<file path="src/rtl/kronos_hcu_sb.sv">
// Scoreboard hazard control unit: age-ordered queue of pending register writes,
// with registered per-operand hazard flags and producer ages for EX forwarding.
// Optional feature macro: KRONOS_HCU_RETIRE_BYPASS_EN (retiring entry skipped at check).
module kronos_hcu_sb #(
  parameter int              DEPTH       = 2,
  parameter int              NOPS        = 4,
  parameter logic [NOPS-1:0] OP_RS2_MASK = 4'b1010,
  localparam int             AW          = (DEPTH > 1) ? $clog2(DEPTH) : 1
) (
  input  logic               clk_i,
  input  logic               rstz_i,
  input  logic               check_i,
  input  logic               fwd_vld_i,
  input  logic               retire_i,
  input  logic               flush_i,
  input  logic [4:0]         rd_i,
  input  logic [4:0]         rs1_i,
  input  logic [4:0]         rs2_i,
  input  logic               rd_write_i,
  input  logic [NOPS-1:0]    op_regrd_i,
  output logic [NOPS-1:0]    op_hazard_o,
  output logic               any_hazard_o,
  output logic [NOPS*AW-1:0] op_age_o,
  output logic [AW:0]        pend_count_o,
  output logic               full_o,
  output logic               err_o
);

`ifdef KRONOS_HCU_RETIRE_BYPASS_EN
  localparam bit RETIRE_BYPASS = 1'b1;
`else
  localparam bit RETIRE_BYPASS = 1'b0;
`endif

  // Entry 0 is the youngest; valid entries stay packed from index 0 upward.
  logic [DEPTH-1:0]      vld_q, vld_d;
  logic [DEPTH-1:0][4:0] rd_q, rd_d;
  logic [NOPS-1:0]       hz_q, hz_d;
  logic [NOPS*AW-1:0]    age_q, age_d;
  logic                  err_q, err_d;

  logic [AW:0]           cnt;
  logic                  full;
  logic [DEPTH-1:0]      oldest_oh;
  logic [DEPTH-1:0]      cmp_vld;
  logic [DEPTH-1:0]      vld_r;
  logic [NOPS-1:0]       new_hz;
  logic [NOPS*AW-1:0]    new_age;
  logic [4:0]            src;
  logic                  hit;
  logic [AW-1:0]         hit_age;
  logic                  retire_ok;
  logic                  underflow;
  logic                  alloc_req;
  logic                  alloc_ok;
  logic                  overflow;

  always_comb begin
    cnt = '0;
    for (int j = 0; j < DEPTH; j++) begin
      cnt = cnt + (AW+1)'(vld_q[j]);
    end
  end

  assign full = (cnt == (AW+1)'(DEPTH));

  always_comb begin
    oldest_oh = '0;
    for (int j = 0; j < DEPTH - 1; j++) begin
      oldest_oh[j] = vld_q[j] & ~vld_q[j+1];
    end
    oldest_oh[DEPTH-1] = vld_q[DEPTH-1];
  end

  // A write landing in the register file this edge needs no forwarding.
  assign cmp_vld = (RETIRE_BYPASS && retire_i) ? (vld_q & ~oldest_oh) : vld_q;

  always_comb begin
    new_hz  = '0;
    new_age = '0;
    src     = '0;
    hit     = 1'b0;
    hit_age = '0;
    for (int i = 0; i < NOPS; i++) begin
      src     = OP_RS2_MASK[i] ? rs2_i : rs1_i;
      hit     = 1'b0;
      hit_age = '0;
      // Scan oldest to youngest so the youngest match is the one kept.
      for (int j = DEPTH - 1; j >= 0; j--) begin
        if (cmp_vld[j] && (rd_q[j] == src)) begin
          hit     = 1'b1;
          hit_age = AW'(j);
        end
      end
      if (op_regrd_i[i] && (src != 5'd0) && hit) begin
        new_hz[i]            = 1'b1;
        new_age[i*AW +: AW]  = hit_age;
      end
    end
  end

  assign retire_ok = retire_i && (cnt != '0);
  assign underflow = retire_i && (cnt == '0);
  assign alloc_req = check_i && rd_write_i && (rd_i != 5'd0);
  assign alloc_ok  = alloc_req && (!full || retire_ok);
  assign overflow  = alloc_req && full && !retire_ok;
  assign vld_r     = retire_ok ? (vld_q & ~oldest_oh) : vld_q;

  always_comb begin
    vld_d = vld_r;
    rd_d  = rd_q;
    hz_d  = hz_q;
    age_d = age_q;
    err_d = err_q;
    if (flush_i) begin
      vld_d = '0;
      hz_d  = '0;
      age_d = '0;
    end else begin
      if (alloc_ok) begin
        vld_d[0] = 1'b1;
        rd_d[0]  = rd_i;
        for (int j = 1; j < DEPTH; j++) begin
          vld_d[j] = vld_r[j-1];
          rd_d[j]  = rd_q[j-1];
        end
      end
      if (overflow || underflow) begin
        err_d = 1'b1;
      end
      if (check_i) begin
        hz_d  = new_hz;
        age_d = new_age;
      end else if (fwd_vld_i) begin
        hz_d  = '0;
        age_d = '0;
      end
    end
  end

  always_ff @(posedge clk_i or negedge rstz_i) begin
    if (!rstz_i) begin
      vld_q <= '0;
      rd_q  <= '0;
      hz_q  <= '0;
      age_q <= '0;
      err_q <= 1'b0;
    end else begin
      vld_q <= vld_d;
      rd_q  <= rd_d;
      hz_q  <= hz_d;
      age_q <= age_d;
      err_q <= err_d;
    end
  end

  assign op_hazard_o  = hz_q;
  assign any_hazard_o = |hz_q;
  assign op_age_o     = age_q;
  assign pend_count_o = cnt;
  assign full_o       = full;
  assign err_o        = err_q;

endmodule

</file>
<file path="config.mk">
export PLATFORM = sky130hd
export DESIGN_NAME = kronos_hcu_sb
export DESIGN_NICKNAME = d
export VERILOG_FILES = /design/src/rtl/kronos_hcu_sb.sv
export SDC_FILE = /design/constraint.sdc
export NUM_CORES = 1
export LEC_CHECK = 0
export BUFFER_PORTS_ARGS = -buffer_cell sky130_fd_sc_hd__buf_2
export CAP_MARGIN = 25
export CELL_PAD_IN_SITES_DETAIL_PLACEMENT = 0
export CELL_PAD_IN_SITES_GLOBAL_PLACEMENT = 1
export CORE_MARGIN = 8
export CORE_UTILIZATION = 37
export CTS_CLUSTER_DIAMETER = 120
export DETAILED_ROUTE_END_ITERATION = 16
export PLACE_DENSITY = 0.79
export REMOVE_ABC_BUFFERS = 1
export SYNTH_ARGS = -nofsm -noshare
export SYNTH_HDL_FRONTEND = slang
export SYNTH_SLANG_ARGS = --single-unit
</file>
<file path="constraint.sdc">
create_clock -name clk_i -period 2.18 [get_ports clk_i]
set_input_delay 0.109 -clock clk_i [delete_from_list [all_inputs] [get_ports clk_i]]
set_output_delay 0.109 -clock clk_i [all_outputs]
set_load 0.1 [all_outputs]
</file>
# Word-level counts from Yosys, hierarchy flattened
# Cells that the tools add are included.
# word_totals
out_inout_bits	13
romBits	0
regBits	21
mem_count	0
word_cells	73
inputBits	26
latch_bits	0
ram_bits	0
# classes
shift	0
add_sub_neg	1
eq_ne	5
reduce_logical	33
n_mux	22
n_lt_le_gt_ge	0
bitwise	5
multipliers	0
div_mod_pow	0
# ops
op	n
$eq A5 B5 Y1	4
$mux W4	5
$logic_and A1 B1 Y1	19
$reduce_bool A5 Y1	3
$mux W1	14
$mux W2	3
$reduce_bool A3 Y1	2
$reduce_and A2 Y1	2
$reduce_or A4 Y1	1
$add A1 B1 Y2	1
$and A2 B2 Y2	1
$eq A2 B2 Y1 const B	1
$logic_not A1 Y1	2
$logic_not A2 Y1	1
$logic_or A1 B1 Y1	2
$not A1 Y1	2
$not A2 Y2	1
$reduce_bool A2 Y1	1
$and A1 B1 Y1	1

# Logic depth before layout (Yosys ltp)
# Gate-level depths: netlist (run 1).
# depth
ltp_word	8
mapped_depth	7
depth_no_buf	6

# Worst setup path after synthesis (run 1)
# Ideal clock, no wire load.
# synth_timing
path_type	reg-to-reg
start	register vld_q[0] (netlist: cmp_vld[0])
end	register rd_q[0] (netlist name)
arrival_ns	2.032
required_time_ns	2.052
path_stages_with_launch	6
n_path_buf	1
setup_slack_ns	0.021
setup_time_ns	0.128
synth_period_minus_slack_ns	2.159
path_cell_list	dfrtp_1 ha_1 nand2_1 or3b_1 buf_4 mux2_1
# synth_via
elab_chain_len	6
elab_cells_between_ends	8
cone_classes	add/sub: 1; eq/ne: 1; reduce/logical: 6
# synth_rtl
element	line	rtl
start: declaration	36	logic [DEPTH-1:0] vld_q, vld_d;
start signal: assignment	149	vld_q <= vld_d;
$add A1 B1 Y2	61	cnt = cnt + (AW+1)'(vld_q[j]);
$eq A2 B2 Y1	65	assign full = (cnt == (AW+1)'(DEPTH));
net full_o	25	output logic full_o,
$logic_not A1 Y1	105	assign alloc_ok = alloc_req && (!full || retire_ok);
$logic_or A1 B1 Y1	105	
$logic_and A1 B1 Y1	105	
$reduce_and A2 Y1 (no line)	--	
end signal: assignment	150	rd_q <= rd_d;
end: declaration	37	logic [DEPTH-1:0][4:0] rd_q, rd_d;
# The timed path passes the listed nets, and every way through them passes these cells.
# A chain may end at the register's enable or synchronous reset.

# Final worst setup path (run 1)
# layout_timing
start	register vld_q[0] (netlist: cmp_vld[0])
end	register rd_q[3] (netlist name)
# layout_via
elab_chain_len	6
elab_cells_between_ends	8
cone_classes	add/sub: 1; eq/ne: 1; reduce/logical: 6
# layout_rtl
element	line
$add A1 B1 Y2 (*)	61
$eq A2 B2 Y1 or $reduce_bool A2 Y1 (tied branches)	65, 102
$logic_not A1 Y1 or $logic_and A1 B1 Y1 (tied branches)	105, 102
$logic_or A1 B1 Y1 (*)	105
$logic_and A1 B1 Y1 (*)	105
$reduce_and A2 Y1 (no line) (*)	--
# Mark *: on every way between the ends. The rest lies on a longest branch, timed or not.

==> out/metrics.cfg, run 1 <==
[critical_path]
reg2reg_from = cmp_vld[0]
r2r_end = rd_q[3]
crit_buf_inv = 1
r2r_cells = 6
startpoint_type = flop
cp_max_fo = 10
critPathTopFamily = simple AND/OR/NAND/NOR gates
critPathLaunch = cmp_vld[0]
crit_chain = inv_1 -> ha_1 -> nand2b_1 -> nand2_1 -> or3b_1 -> mux2_1
crit_path_end_kind = flop
critPathMaxStageDelay_ns = 0.55
setup.worst_path.end = rd_q[3]
worst-path-stages = 6
worstPathRequired_ns = 2.37
slowest_stage = or3b_1
crit_type = reg2reg
rrSetupSlack_ns = 0.16
arrival_ns = 2.21

[power_and_ir_drop]
ir_drop_mv = 0.415
power.total_mw = 0.962
power_leakage_nw = 0.690
power.density_nw_per_um2 = 657

[placement]
pre_cts_ws_ns = 0.174
routabilityCongestion = 0.836
postPlaceCellArea_um2 = 1420
place_inst = 195
io_buffers = 38

[drt]
first_pass_iters = 4
drt_iter0_markers = 10
wl_per_cell_um = 13.7
drc = 0
vias_per_cell = 4.77
via_count = 958
postRouteAntennaNets = 0
wirelength_mm = 2.76

[cells_and_area]
final_cells = 201
fillers = 305
multi_input_area_um2 = 623
antenna_cells = 0
syn_to_final_growth_pct = 24.9
seq_area_um2 = 526
final_cell_area_um2 = 1460
nets = 186
drive_gt1_frac = 0.280

[global_route]
grt_use_total = 0.112
overflow = 0
grt_max_degree = 22
use_met3 = 0.0248
use_met1 = 0.124
met2_usage = 0.199
grt_pass1_vias = 981
antenna_found_initial = 0
grt-busiest-layer = met2
grt_pass1_wl_mm = 4.57

[timing]
hold_violations = 0
worst_pin_slew_ns = 0.495
slew_violations = 0
post-route-min-period_ns = 2.02
fin_ws_ns = 0.163
max-slew-margin-rel = 0.673
fmax_ghz = 0.496
clock_skew_ns = 0.00684
finalCritPeriodShare = 0.925
holdWs_ns = 0.0192
rsz0062_at_grt = false
setup_viol = 0

[yosys]
synth_seq_area_share = 0.449
synth_top_flop_cell = dfrtp_1
synth_xor_area_frac = 0.150
synthTopCellsByCount = 21 x dfrtp_1, 13 x nand2_1, 10 x mux2_1, 10 x xnor2_1, 10 x xor2_1
synth_area_um2 = 1170
synth_top_area_cell = dfrtp_1
synth_compound_area_frac = 0.0876
syn_avg_cell_area_um2 = 10.4
netlist_instances = 113
yosys-top-cells-area = dfrtp_1 45%, mux2_1 9.6%, xnor2_1 7.5%
ys_warn_count = 0
synthAdderAreaFrac = 0.0214
synth.distinct_cells = 25
synth.most_common_cell = dfrtp_1
synth_seq_cells = 21
synth_top_cell_area_share = 0.449
synthSimpleGateAreaFrac = 0.177
synth.mux.area_fraction = 0.0962
async_flop_share = 1.00
synth_top_family_by_area = simple AND/OR/NAND/NOR gates
synth_edf_count = 0

[clock_network]
cts_made_buffers = 3
cts.sinks = 21
cts_resized = 0
clkTransAtPathRegs_ns = 0.12
cts.root.buffer_cell = clkbuf_4
cts.path.max_buffers = 2
cts_tree = done
clk_latency_ns = 0.31
cts_setup_buffers = 0
cts_max_level = 1
ctsHoldBuffers = 2

[die]
std_cell_rows = 20
num_io_pins = 39
die_area_um2 = 5220
die_h_um = 72.3
start_util = 0.387
die_w_um = 72.3
core-area_um2 = 3030

[min_path]
worst_hold_path_type = in2reg

[outcome]
status = completed

[run]
cap_violations = 0

-- how the worst min path moves through the flow --
stage | start | endpoint | slack [ns] | cells after the start
finish | rd_i[2] | rd_q[2] | 0.02 | 2
global route | rd_i[2] | rd_q[2] | 0.03 | 2
CTS | rd_i[2] | rd_q[2] | 0.01 | 2
detailed placement | rstz_i | err_o | 0.10 | 1
global placement | rstz_i | rd_q[4] | 0.1 | 1
floorplan | rstz_i | cmp_vld[0] | -0.19 | 0
-- through the flow --
stage,TNS (ns),utilization
after floorplan,-8.28,-
after CTS,0,0.483
after global placement,0,0.468
after global routing,0,0.483
final,0,0.483
after detailed placement,0,0.468
-- worst register-to-register path, stage by stage, from the launching register on --
cell and delay, ns:
dfrtp_1 0.40, inv_1 0.07, ha_1 0.20, nand2b_1 0.19, nand2_1 0.09, or3b_1 0.55, mux2_1 0.39
-- report_power, final --
| part | leakage (nW) | switching [mW] | internal (mW) |
|---|---|---|---|
| Combinational | 0.408 | 0.134 | 0.129 |
| Sequential | 0.266 | 0.0679 | 0.443 |
| Clock | 0.0150 | 0.117 | 0.0714 |
| Total | 0.690 | 0.318 | 0.643 |
-- cell families after synthesis --
kind of cell / after synthesis
mux: 10
xor+xnor: 20
compound gates: 17
fa+ha+maj: 2
buf+inv: 4
flops: 21
simple gates: 39
-- cells in the final DEF (no fill, tap or decap), drive strengths merged --
| cell type | count |
|---|---|
| nor4 | 3 |
| nand4 | 2 |
| mux2 | 10 |
| nand2 | 13 |
| o211a | 1 |
| o21ai | 9 |
| a32o | 2 |
| or4 | 2 |
| nor3 | 5 |
| buf | 40 |
| ha | 2 |
| or3b | 1 |
| a21oi | 4 |
| dfrtp | 21 |
| inv | 2 |
| nor2 | 4 |
| dlygate4sd3 | 2 |
| clkbuf | 4 |
| nand3 | 3 |
| o21bai | 1 |
| and3b | 2 |
| xnor2 | 10 |
| xor2 | 10 |
| nor2b | 2 |
| nand2b | 2 |
-- per-layer routing --
metal,vias up,wire [um]
li1,485,-
met1,445,1150
met2,23,1430
met3,5,138
met4,0,44
met5,-,0
-- layout make-up --
cell class	count	area share
sequential	21	0.359
timing repair buffer	42	0.154
multi-input combinational	88	0.426
inverter	2	0.00513
clock buffer	4	0.0180
tap	44	0.0376
-- sequential cells by signal, indices dropped and copies added, names as in the netlist --
register	flops
cmp_vld	2
err_o	1
op_age_o	4
op_hazard_o	4
rd_q	10
Note: power is estimated with default switching activity, not from simulation.
==> inputs of run 2 (changes only) <==
==> config.mk (replaced) <==
export PLATFORM = sky130hd
export DESIGN_NAME = kronos_hcu_sb
export DESIGN_NICKNAME = d
export VERILOG_FILES = /design/src/rtl/kronos_hcu_sb.sv
export SDC_FILE = /design/constraint.sdc
export NUM_CORES = 1
export LEC_CHECK = 0
export CAP_MARGIN = 25
export CELL_PAD_IN_SITES_DETAIL_PLACEMENT = 0
export CELL_PAD_IN_SITES_GLOBAL_PLACEMENT = 1
export CORE_MARGIN = 8
export CORE_UTILIZATION = 40
export CTS_CLUSTER_DIAMETER = 120
export DETAILED_ROUTE_END_ITERATION = 16
export DONT_BUFFER_PORTS = 1
export PLACE_DENSITY = 0.69
export REMOVE_ABC_BUFFERS = 1
export SYNTH_ARGS = -nofsm -noshare
export SYNTH_HDL_FRONTEND = slang
export SYNTH_SLANG_ARGS = --single-unit
==> run 2 against run 1 <==
Net effect: register-to-register slack improved by 0.06 ns; sequential power rose by 1%; non-clock buffer count fell by 17; clock-buffer cell count fell by 1; worst hold slack improved by 0.014 ns; core utilization rose by 3.7 points; clock skew fell by 0.0039 ns; critical path depth did not move; power fell by 0.87%; sequential share of layout area rose by 0.40 points.
==> out/metrics.cfg, run 2 (synthesis results as in run 1) <==
[outcome]
status = completed

[clock_network]
clk_latency_ns = 0.30  ; about the same
cts_tree = done
cts_setup_buffers = 0  ; unchanged
cts_made_buffers = 3  ; unchanged
cts.sinks = 21  ; unchanged
cts.root.buffer_cell = clkbuf_4
cts_max_level = 1  ; unchanged
clkTransAtPathRegs_ns = 0.12  ; about the same
cts.path.max_buffers = 2  ; unchanged

[die]
die_h_um = 70.1  ; -3.0%
start_util = 0.421  ; +0.0343
die_area_um2 = 4920  ; -5.9%
std_cell_rows = 19  ; -5.0%
num_io_pins = 39  ; unchanged
core-area_um2 = 2780  ; -8.1%
die_w_um = 70.1  ; -3.0%

[timing]
finalCritPeriodShare = 0.896  ; -0.0294
slew_violations = 0  ; unchanged
rsz0062_at_grt = false
post-route-min-period_ns = 1.95  ; -0.0641 ns
setup_viol = 0  ; unchanged
clock_skew_ns = 0.00295  ; -0.00389 ns
max-slew-margin-rel = 0.608  ; -0.0647
fmax_ghz = 0.512  ; +3.3%
hold_violations = 0  ; unchanged
worst_pin_slew_ns = 0.588  ; +0.0936 ns

[placement]
dpl.hpwl_mm = 2.39
postPlaceCellArea_um2 = 1290  ; -8.6%
io_buffers = 0  ; -100%
routabilityCongestion = 0.797  ; -4.7%
place_inst = 155  ; -21%

[critical_path]
reg2reg_from = cmp_vld[0]
crit_type = reg2reg
worstPathRequired_ns = 2.38  ; about the same
startpoint_type = flop
cp_max_fo = 10  ; unchanged
arrival_ns = 2.15  ; -0.06 ns
crit_path_end_kind = flop
critPathLaunch = cmp_vld[0]

[power_and_ir_drop]
clkPwrFrac = 0.198  ; +0.002
sw_frac_of_total = 0.330  ; -0.00124
p_comb_frac = 0.260  ; -0.013
power.density_nw_per_um2 = 659  ; +0.25%
power_leakage_nw = 0.625  ; -9.4%
ir_drop_mv = 0.399  ; -3.9%
switchingPower_mw = 0.314  ; -1.2%
power_frac_seq = 0.542  ; +0.011
cellInternalPower_mw = 0.639  ; -0.68%

[run]
cap_violations = 0  ; unchanged

[min_path]
worst_hold_path_type = in2reg
worstHoldStart = retire_i

[cells_and_area]
final_common_cell = dfrtp_1
final_cells = 171  ; -15%
seq_area_um2 = 526  ; unchanged
nets = 169  ; -9.1%
syn_to_final_growth_pct = 23.5
antenna_cells = 0  ; unchanged
top_register = rd_q
fillers = 270  ; -11%
multi_input_area_um2 = 628  ; +0.80%
largest_reg_flops = 10  ; unchanged
drive_gt1_frac = 0.150  ; -0.130
final_cell_area_um2 = 1450  ; -1.1%
final_cell_mix = 21 x dfrtp_1, 13 x nand2_1, 13 x buf_4

[global_route]
antenna_found_initial = 0  ; unchanged
grt_pass1_wl_mm = 4.91  ; +7.4%
met2_usage = 0.200  ; +0.00140
grt_max_degree = 22  ; unchanged
use_met3 = 0.0523  ; +0.0275
grt-busiest-layer = met2
grt_pass1_vias = 989  ; +0.82%
use_met1 = 0.135  ; +0.0107
overflow = 0  ; unchanged
grt_use_total = 0.121  ; +0.00877

[drt]
vias_per_cell = 5.36  ; +13%
wl_per_cell_um = 17.0  ; +24%
drc = 0  ; unchanged
wirelength_mm = 2.91  ; +5.4%
via_count = 917  ; -4.3%
postRouteAntennaNets = 0  ; unchanged
first_pass_iters = 4  ; unchanged
drt_iter0_markers = 18  ; +8

run 2: worst max-delay path: stages (launching register included):
cell and delay (ns):
dfrtp_1 0.43, inv_1 0.09, ha_1 0.22, nand2b_1 0.19, nand2_1 0.11, or3b_4 0.47, mux2_1 0.34
run 2: layout make-up:
class,count,share of cell area
timing repair buffer,25,0.151
tap,31,0.0268
multi-input combinational,88,0.434
inverter,2,0.00519
clock inverter,1,0.00346
sequential,21,0.363
clock buffer,3,0.0156
run 2: layer usage:
metal	vias up	share of wire
met5	-	0
met4	0	0.0083
met2	24	0.52
met3	4	0.083
met1	440	0.39
li1	449	-
run 2: worst paths after layout:
| kind | endpoint | slack, ns | cells after the start |
|---|---|---|---|
| min in group asynchronous | cmp_vld[0] | 0.09 | 1 |
| max | rd_q[6] | 0.23 | 6 |
| min | err_o | 0.03 | 2 |
| max in group asynchronous | rd_q[7] | 1.67 | 2 |
| min reg2reg | op_age_o[1] | 0.50 | 1 |
| max reg2reg | rd_q[6] | 0.23 | 6 |
run 2: metrics by stage:
stage	TNS (ns)	power (mW)	hold WS, ns	util	setup WS [ns]
floorplan	-8.28	0.692	-0.187	-	-0.750
global placement	0	0.737	-0.186	0.466	0.165
detailed placement	0	0.746	-0.186	0.466	0.101
CTS	0	0.957	0.0276	0.515	0.0795
global route	0	1.01	0.0475	0.520	0.130
finish	0	0.953	0.0335	0.520	0.227
run 2: power groups by stage:
stage	Combinational (mW)	Sequential, mW	Clock, mW
finish	0.248	0.516	0.189
global route	0.271	0.524	0.212
CTS	0.248	0.515	0.194
detailed placement	0.222	0.523	0
global placement	0.216	0.521	0
floorplan	0.187	0.505	0
run 2: what timing repair did:
| item | in CTS | in global routing |
|---|---|---|
| setup endpoints to repair | 0 | 9 |
| gates resized for setup | 0 | 1 |
| hold endpoints to repair | 37 | 0 |
| hold buffers | 11 | 0 |
